<file path="config.mk">
export PLATFORM = sky130hd
export DESIGN_NAME = uart_word_tx
export DESIGN_NICKNAME = d
export VERILOG_FILES = /design/src/rtl/uart_word_tx.sv
export SDC_FILE = /design/constraint.sdc
export NUM_CORES = 1
export LEC_CHECK = 0
export CAP_MARGIN = 15
export CORE_ASPECT_RATIO = 1.4
export CORE_MARGIN = 2
export CORE_UTILIZATION = 50
export CTS_CLUSTER_DIAMETER = 30
export DETAILED_ROUTE_END_ITERATION = 16
export HOLD_SLACK_MARGIN = 0.02
export PLACE_DENSITY_LB_ADDON = 0.05
export REMOVE_ABC_BUFFERS = 1
export SYNTH_ARGS = -nofsm -noshare
export SYNTH_HDL_FRONTEND = slang
export SYNTH_SLANG_ARGS = --single-unit
</file>
<file path="constraint.sdc">
create_clock -name clock -period 2.5 [get_ports clock]
set_clock_uncertainty 0.2 [all_clocks]
set_input_delay 0.5 -clock clock [delete_from_list [all_inputs] [get_ports clock]]
set_output_delay 0.5 -clock clock [all_outputs]
set_load 0.1 [all_outputs]
</file>
<file path="src/rtl/uart_word_tx.sv">
// uart_word_tx: shifts a 32-bit word out as NBYTES 8N1 frames, LSB byte first.
// Ports: clock, reset (async high), send/data in; tx, busy, done out (registered).
module uart_word_tx #(
  parameter int CLKS_PER_BIT = 434,
  parameter int NBYTES       = 4
) (
  input  logic        clock,
  input  logic        reset,
  input  logic        send,
  input  logic [31:0] data,
  output logic        tx,
  output logic        busy,
  output logic        done
);

  localparam int CW = $clog2(CLKS_PER_BIT);
  localparam logic [CW-1:0] CNT_MAX = CW'(CLKS_PER_BIT - 1);
  localparam logic [1:0] LAST_BYTE = 2'(NBYTES - 1);

  typedef enum logic [1:0] {
    S_IDLE,
    S_START,
    S_DATA,
    S_STOP
  } state_t;

  state_t        state_q, state_d;
  logic [CW-1:0] cnt_q, cnt_d;
  logic [2:0]    bit_q, bit_d;
  logic [1:0]    byte_q, byte_d;
  logic [7:0]    shift_q, shift_d;
  logic [31:0]   word_q, word_d;
  logic          tx_q, tx_d;
  logic          busy_q, busy_d;
  logic          done_q, done_d;

  logic          bit_end;
  logic [1:0]    next_byte;

  assign bit_end   = (cnt_q == CNT_MAX);
  assign next_byte = byte_q + 2'd1;

  always_comb begin
    state_d = state_q;
    cnt_d   = cnt_q;
    bit_d   = bit_q;
    byte_d  = byte_q;
    shift_d = shift_q;
    word_d  = word_q;
    tx_d    = tx_q;
    busy_d  = busy_q;
    done_d  = 1'b0;

    unique case (state_q)
      S_IDLE: begin
        tx_d   = 1'b1;
        busy_d = 1'b0;
        cnt_d  = '0;
        if (send) begin
          word_d  = data;
          byte_d  = 2'd0;
          bit_d   = 3'd0;
          shift_d = data[7:0];
          busy_d  = 1'b1;
          tx_d    = 1'b0;
          state_d = S_START;
        end
      end

      S_START: begin
        if (bit_end) begin
          cnt_d   = '0;
          bit_d   = 3'd0;
          tx_d    = shift_q[0];
          state_d = S_DATA;
        end else begin
          cnt_d = cnt_q + CW'(1);
        end
      end

      S_DATA: begin
        if (bit_end) begin
          cnt_d   = '0;
          shift_d = {1'b0, shift_q[7:1]};
          if (bit_q == 3'd7) begin
            tx_d    = 1'b1;
            state_d = S_STOP;
          end else begin
            bit_d = bit_q + 3'd1;
            // next bit is the one the shift above brings to bit 0
            tx_d  = shift_q[1];
          end
        end else begin
          cnt_d = cnt_q + CW'(1);
        end
      end

      S_STOP: begin
        if (bit_end) begin
          cnt_d = '0;
          if (byte_q < LAST_BYTE) begin
            // chain straight into the next start bit, no idle gap
            byte_d  = next_byte;
            bit_d   = 3'd0;
            shift_d = word_q[{next_byte, 3'b000} +: 8];
            tx_d    = 1'b0;
            state_d = S_START;
          end else begin
            tx_d    = 1'b1;
            busy_d  = 1'b0;
            done_d  = 1'b1;
            state_d = S_IDLE;
          end
        end else begin
          cnt_d = cnt_q + CW'(1);
        end
      end

      default: begin
        state_d = S_IDLE;
        tx_d    = 1'b1;
        busy_d  = 1'b0;
      end
    endcase
  end

  always_ff @(posedge clock or posedge reset) begin
    if (reset) begin
      state_q <= S_IDLE;
      cnt_q   <= '0;
      bit_q   <= '0;
      byte_q  <= '0;
      shift_q <= '0;
      word_q  <= '0;
      tx_q    <= 1'b1;
      busy_q  <= 1'b0;
      done_q  <= 1'b0;
    end else begin
      state_q <= state_d;
      cnt_q   <= cnt_d;
      bit_q   <= bit_d;
      byte_q  <= byte_d;
      shift_q <= shift_d;
      word_q  <= word_d;
      tx_q    <= tx_d;
      busy_q  <= busy_d;
      done_q  <= done_d;
    end
  end

  assign tx   = tx_q;
  assign busy = busy_q;
  assign done = done_q;

endmodule

</file>
==> results.json, run 1 <==
{
  "p_total_w": 0.004405,
  "yosys.cell_types.count": 35,
  "cts_tree": "built",
  "relSlewSlack": 0.7349,
  "yosysSeqAreaShare": 0.5097,
  "ioPinCount": 38,
  "initial_core_util": 0.5209,
  "criticalPathCategory": "reg2reg",
  "report.final.slew_viol_count": 0,
  "period_needed_ns": 2.223,
  "die_area_um2": 6432,
  "postCtsHoldBufs": 0,
  "max_freq_mhz": 449.9,
  "cts-htree-levels": 3,
  "grt_first_pass_wirelength_mm": 9.390,
  "synth_compound_area_frac": 0.05481,
  "final_cell_mix": "dfrtp_1 (58), mux2_2 (41), clkdlybuf4s50_1 (34)",
  "setup_ws_ns": 0.2775,
  "cts-buffers-inserted": 9,
  "ctsResizeCount": 0,
  "syn_area_um2": 2899,
  "dp_hpwl_mm": 3.822,
  "clkSlewWorstSetupHoldPaths_ns": 0.06,
  "rsz0062_at_grt": "no",
  "ys_seq_elements": 59,
  "antenna_found_initial": 0,
  "synth.avg_cell_area_um2": 12.50,
  "core_um2": 5565,
  "crit_fanout": 8,
  "rows": 32,
  "end_kind": "register",
  "cts_setup_buffers": 0,
  "yosysTopAreaCell": "dfrtp_1",
  "synth.area.mux_share": 0.2391,
  "num_antenna_cells": 0,
  "critPathBufInv": 2,
  "switching_share": 0.3373,
  "final.setup.tns_ns": 0,
  "yosysWarnings": 0,
  "seq_power_share": 0.371,
  "clk_latency_ns": 0.33,
  "maxCapViolCount": 0,
  "die_h_um": 94.10,
  "finalInstanceArea_um2": 3602,
  "cp-start-kind": "register",
  "worstPathCellList": "inv_1 -> ha_1 -> nor2b_1 -> nor3_1 -> a22oi_2 -> buf_4 -> mux2_2",
  "p_leak_nw": 1.597,
  "hp-class": "reg2reg",
  "post_dp_cell_area_um2": 3423,
  "gp_congestion": 0.7854,
  "routed_wl_mm": 5.299,
  "power.share.clock": 0.176,
  "grt_overflow": 0,
  "setup_viol": 0,
  "cpPeakStageDelay_ns": 0.45,
  "cts_max_path_buffers": 2,
  "ant_nets": 0,
  "drcViolationCount": 0,
  "worstMarginPinSlew_ns": 0.3977,
  "drtIter0Drc": 126,
  "synth_simple_gate_area_frac": 0.1014,
  "slowest_stage": "dfrtp_1",
  "finalHoldViolations": 0,
  "cts_root_buf": "clkbuf_8",
  "status": "finished clean",
  "crit_arrival_ns": 2.23,
  "synth.top_cells.by_area": "dfrtp_1 (50%), mux2_2 (16%), mux4_2 (6.2%)",
  "synthXorXnorAreaFrac": 0.02115,
  "min_period_over_period": 0.8890,
  "firstDrtPassIters": 4,
  "p_int_w": 0.002919,
  "netlist_instances": 232,
  "final_common_cell": "dfrtp_1",
  "crit_family": "flip-flops",
  "grt_pass1_vias": 2006,
  "ir_worst_vdd_mv": 0.5256,
  "crit_required_ns": 2.51,
  "netlist.area_leader.share": 0.5006,
  "vias": 1888,
  "portBuffers": 37,
  "synthAdderAreaFrac": 0.04748,
  "p_sw_w": 0.001486,
  "grtUsageTotal": 0.1968,
  "grt_max_degree": 60,
  "drive_above_1_share": 0.3007,
  "wire_per_inst_um": 14.97,
  "powerDensity_nw_per_um2": 1223,
  "cts.sinks": 59,
  "nNetsFinal": 328,
  "area_growth_pct": 24.26,
  "vias_per_cell": 5.333,
  "dp_slack_ns": 0.1502,
  "synth_top_family_by_area": "multiplexers",
  "die_x_um": 68.36,
  "p_comb_frac": 0.454
}
[final timing paths]
path / startpoint / to / slack, ns / cells past startpoint
setup / recovery: state_q[0] / shift_q[0] / 0.28 / 7
hold / removal: tx / tx / 0.29 / 2
setup reg to reg: state_q[0] / shift_q[0] / 0.28 / 7
hold reg to reg: tx / tx / 0.29 / 2
max in group asynchronous: reset / tx / 1.45 / 3
min in group asynchronous: reset / cnt_q[0] / 0.35 / 3
[sequential cells by signal, summed over array words and instances (netlist names)]
register,flops
busy,1
shift_q,8
state_q,2
word_q,32
byte_q,2
tx,1
bit_q,3
done,1
cnt_q,9
[worst min-delay path, delay by kind of cell, from the launching register on]
family                 cells  cell delay, ns
flip-flops                 1            0.37
AO/OA/AOI/OAI              1            0.07
buffers and inverters      1            0.04
[layer usage]
metal,vias up,global-route usage,wire [um]
met1,932,0.2427,2315
met4,0,0.06500,72
li1,915,-,-
met2,35,0.3269,2736
met5,-,0,0
met3,6,0.05396,174
[kinds of logic (layout without fill, tap and decap cells)]
| family | count (synthesis) | after routing |
|---|---|---|
| adder cells (fa/ha/maj) | 11 | 11 |
| multiplexers | 54 | 54 |
| buffers and inverters | 20 | 74 |
| flip-flops | 59 | 59 |
| AO/OA/AOI/OAI | 20 | 20 |
| XOR/XNOR | 7 | 7 |
| AND/OR/NAND/NOR | 61 | 61 |
[layout make-up]
cell class / count / area (um^2)
fill: 457 / 1963
sequential: 59 / 1478
multi-input combinational: 153 / 1345
timing repair buffer: 49 / 478.0
clock buffer: 13 / 168.9
tap: 68 / 85.08
inverter: 10 / 37.54
clock inverter: 2 / 10.01
[metrics by stage]
stage / hold slack (ns) / std cells / utilization
4_1_cts: 0.2901 / 354 / 0.6473
5_1_grt: 0.3076 / 354 / 0.6473
3_5_place_dp: 0.2804 / 339 / 0.6151
3_3_place_gp: 0.2783 / 339 / 0.6151
2_1_floorplan: 0.2727 / 222 / -
6_report: 0.2869 / 354 / 0.6473
[Yosys cell counts]
| master | instances |
|---|---|
| mux4_2 | 8 |
| a22oi_1 | 9 |
| a41oi_1 | 1 |
| clkbuf_1 | 6 |
| nor3_1 | 3 |
| or2_2 | 1 |
| nor2_1 | 14 |
| buf_1 | 3 |
| mux2_2 | 41 |
| o211ai_1 | 1 |
| or4b_4 | 1 |
| a21oi_2 | 1 |
| a31o_2 | 1 |
| nand2_1 | 22 |
| inv_1 | 10 |
| mux2i_1 | 4 |
| dfstp_2 | 1 |
| or3b_1 | 1 |
| buf_2 | 1 |
| nor2b_1 | 5 |
| o32ai_2 | 1 |
| nand2b_1 | 4 |
| a22oi_2 | 1 |
| and3_1 | 3 |
| o22a_1 | 1 |
| a21oi_1 | 2 |
| nor3b_1 | 1 |
| nand3_1 | 4 |
| xor2_1 | 2 |
| ha_1 | 11 |
| mux2_1 | 1 |
| o21ai_0 | 2 |
| nand4_1 | 2 |
| dfrtp_1 | 58 |
| xnor2_1 | 5 |
[power groups by stage]
stage / Combinational, W / Clock (W) / Sequential (W)
after floorplan: 0.00141 / 0 / 0.00169
after global placement: 0.00198 / 0 / 0.00164
after detailed placement: 0.00203 / 0 / 0.00165
after CTS: 0.00203 / 0.000798 / 0.00163
after global routing: 0.00220 / 0.000847 / 0.00169
final: 0.00200 / 0.000774 / 0.00163
Note: power is estimated with default switching activity, not from simulation.
==> inputs of run 2 (changes only) <==
--- a/config.mk
+++ b/config.mk
@@ -10,6 +10,7 @@
 export CORE_MARGIN = 2
 export CORE_UTILIZATION = 50
 export CTS_CLUSTER_DIAMETER = 30
+export CTS_CLUSTER_SIZE = 16
 export DETAILED_ROUTE_END_ITERATION = 16
 export HOLD_SLACK_MARGIN = 0.02
 export PLACE_DENSITY_LB_ADDON = 0.05
==> results of run 2 <==
No change in the layout: final DEF, timing and power equal those of run 1.
==> inputs of run 3 (changes only) <==
--- a/config.mk
+++ b/config.mk
@@ -12,6 +12,7 @@
 export CTS_CLUSTER_DIAMETER = 30
 export CTS_CLUSTER_SIZE = 16
 export DETAILED_ROUTE_END_ITERATION = 16
+export DONT_BUFFER_PORTS = 1
 export HOLD_SLACK_MARGIN = 0.02
 export PLACE_DENSITY_LB_ADDON = 0.05
 export REMOVE_ABC_BUFFERS = 1
==> constraint.sdc (replaced) <==
create_clock -name clock -period 2.73 [get_ports clock]
set_clock_uncertainty 0.2 [all_clocks]
set_input_delay 0.546 -clock clock [delete_from_list [all_inputs] [get_ports clock]]
set_output_delay 0.546 -clock clock [all_outputs]
set_load 0.1 [all_outputs]
==> results.json, run 3 (same netlist as run 1, synthesis figures left out) <==
{
  "gp_congestion": 0.7994,
  "largest-register": "word_q",
  "cts_max_path_buffers": 2,
  "routed_wl_mm": 5.588,
  "cpPeakStageDelay_ns": 0.50,
  "report.final.slew_viol_count": 0,
  "worstMarginPinSlew_ns": 0.8687,
  "cts.sinks": 59,
  "drive_above_1_share": 0.3279,
  "maxCapViolCount": 0,
  "rrSetupSlack_ns": 0.31,
  "ioPinCount": 38,
  "grt_first_pass_wirelength_mm": 9.059,
  "grt_pass1_vias": 1932,
  "min_period_over_period": 0.8859,
  "fillerInstances": 450,
  "die_area_um2": 6432,
  "rows": 32,
  "finalHoldViolations": 0,
  "nNetsFinal": 289,
  "cts_tree": "built",
  "area_growth_pct": 11.09,
  "multi_input_area_um2": 1345,
  "dp_hpwl_mm": 4.152,
  "reg2reg_from": "state_q[0]",
  "crit_family": "compound AO/OA/AOI/OAI gates",
  "largest_register_ff_count": 32,
  "top_layer": "met4",
  "final_cell_mix": "dfrtp_1 (58), mux2_2 (41), nand2_1 (22)",
  "cts-buffers-inserted": 9,
  "crit_path_end": "shift_q[0]",
  "clkSlewWorstSetupHoldPaths_ns": 0.06,
  "place_inst": 299,
  "layout.cells.non_filler": 315,
  "powerDensity_nw_per_um2": 1244,
  "worstRegToRegCells": 5,
  "vias_per_cell": 5.759,
  "rsz0062_at_grt": "no",
  "status": "finished clean",
  "grtUsageTotal": 0.1979,
  "wl_met3_um": 250,
  "ir_worst_vdd_mv": 0.5085,
  "cts_setup_buffers": 0,
  "crit_fanout": 10,
  "post-route-util": 0.5787,
  "grt_max_degree": 34,
  "ant_nets": 0,
  "drcViolationCount": 0,
  "wl_met1_mm": 2.198,
  "final.setup.tns_ns": 0,
  "die_x_um": 68.36,
  "antenna_found_initial": 0,
  "end_kind": "register",
  "relSlewSlack": 0.4212,
  "grt_overflow": 0,
  "clk_latency_ns": 0.34,
  "period_needed_ns": 2.418,
  "criticalPathCategory": "reg2reg",
  "num_antenna_cells": 0,
  "core_um2": 5565,
  "critPathBufInv": 1,
  "r2r_end": "shift_q[0]",
  "final_common_cell": "dfrtp_1",
  "regArea_um2": 1478,
  "worstPathCellList": "inv_1 -> ha_1 -> o21ai_0 -> a22oi_2 -> mux2_2",
  "wire_per_inst_um": 17.74,
  "max_freq_mhz": 413.5,
  "drtIter0Drc": 62,
  "crit_arrival_ns": 2.44,
  "reg_top3": "word_q: 32 flops, cnt_q: 9 flops, shift_q: 8 flops",
  "cts_root_buf": "clkbuf_8",
  "cp-start-kind": "register",
  "vias": 1814,
  "cts-htree-levels": 3,
  "p_leak_nw": 1.436,
  "startpoint": "state_q[0]",
  "met2_length_mm": 2.991,
  "slowest_stage": "a22oi_2",
  "setup_viol": 0,
  "portBuffers": 0,
  "hp-class": "in2reg",
  "crit_required_ns": 2.75,
  "initial_core_util": 0.5209,
  "firstDrtPassIters": 4,
  "die_h_um": 94.10,
  "cp_num_cells": 5
}
## run 3: changes by cell type in the layout (fill, tap and decap cells not counted)
cell             previous run  this run
buf_12                      2         0
buf_4                      13         9
clkbuf_1                    1         0
clkbuf_8                   12        14
clkdlybuf4s50_1            34         0
clkinv_2                    2         1
dlygate4sd3_1               0         1
## run 3: layout make-up
type | count | area share
Clock buffer | 14 | 0.05983
Multi-Input combinational cell | 153 | 0.4176
Timing Repair Buffer | 10 | 0.02409
Inverter | 10 | 0.01166
Tap cell | 68 | 0.02642
Clock inverter | 1 | 0.001554
Sequential cell | 59 | 0.4588
## run 3: metrics by stage
| stage | instance area (um^2) | hold slack [ns] | worst slack [ns] | power, W |
|---|---|---|---|---|
| floorplan | 2860 | 0.2727 | 0.4404 | 0.002836 |
| global placement | 3013 | 0.2815 | 0.4425 | 0.003155 |
| detailed placement | 3013 | 0.2936 | 0.3334 | 0.003271 |
| CTS | 3221 | 0.1376 | 0.3126 | 0.004055 |
| global route | 3221 | 0.1410 | 0.1613 | 0.004283 |
| finish | 3221 | 0.1480 | 0.3116 | 0.004006 |
## run 3: worst min path at each step
stage	startpoint	end	slack [ns]	cells past startpoint
floorplan	cnt_q[0]	cnt_q[0]	0.27	1
global placement	word_q[4]	word_q[4]	0.28	1
detailed placement	word_q[4]	word_q[4]	0.29	1
CTS	data[27]	word_q[27]	0.14	1
global route	data[2]	word_q[2]	0.14	1
finish	data[22]	word_q[22]	0.15	1
## run 3: routing by layer
metal / track usage / vias up
met4: 0.1183 / 0
met3: 0.04676 / 12
met5: 0 / -
li1: - / 844
met2: 0.3333 / 38
met1: 0.2191 / 920
## run 3: what timing repair did
item,4_1_cts,5_1_grt
gates resized for setup,0,0
endpoints found under the hold margin,27,0
hold buffers,1,0
## run 3: where the power goes
| part | leakage, nW | switching, W | internal [W] |
|---|---|---|---|
| Clock | 0.105 | 0.000323 | 0.000447 |
| Combinational | 0.607 | 0.000783 | 0.000894 |
| Sequential | 0.725 | 0.000284 | 0.00128 |
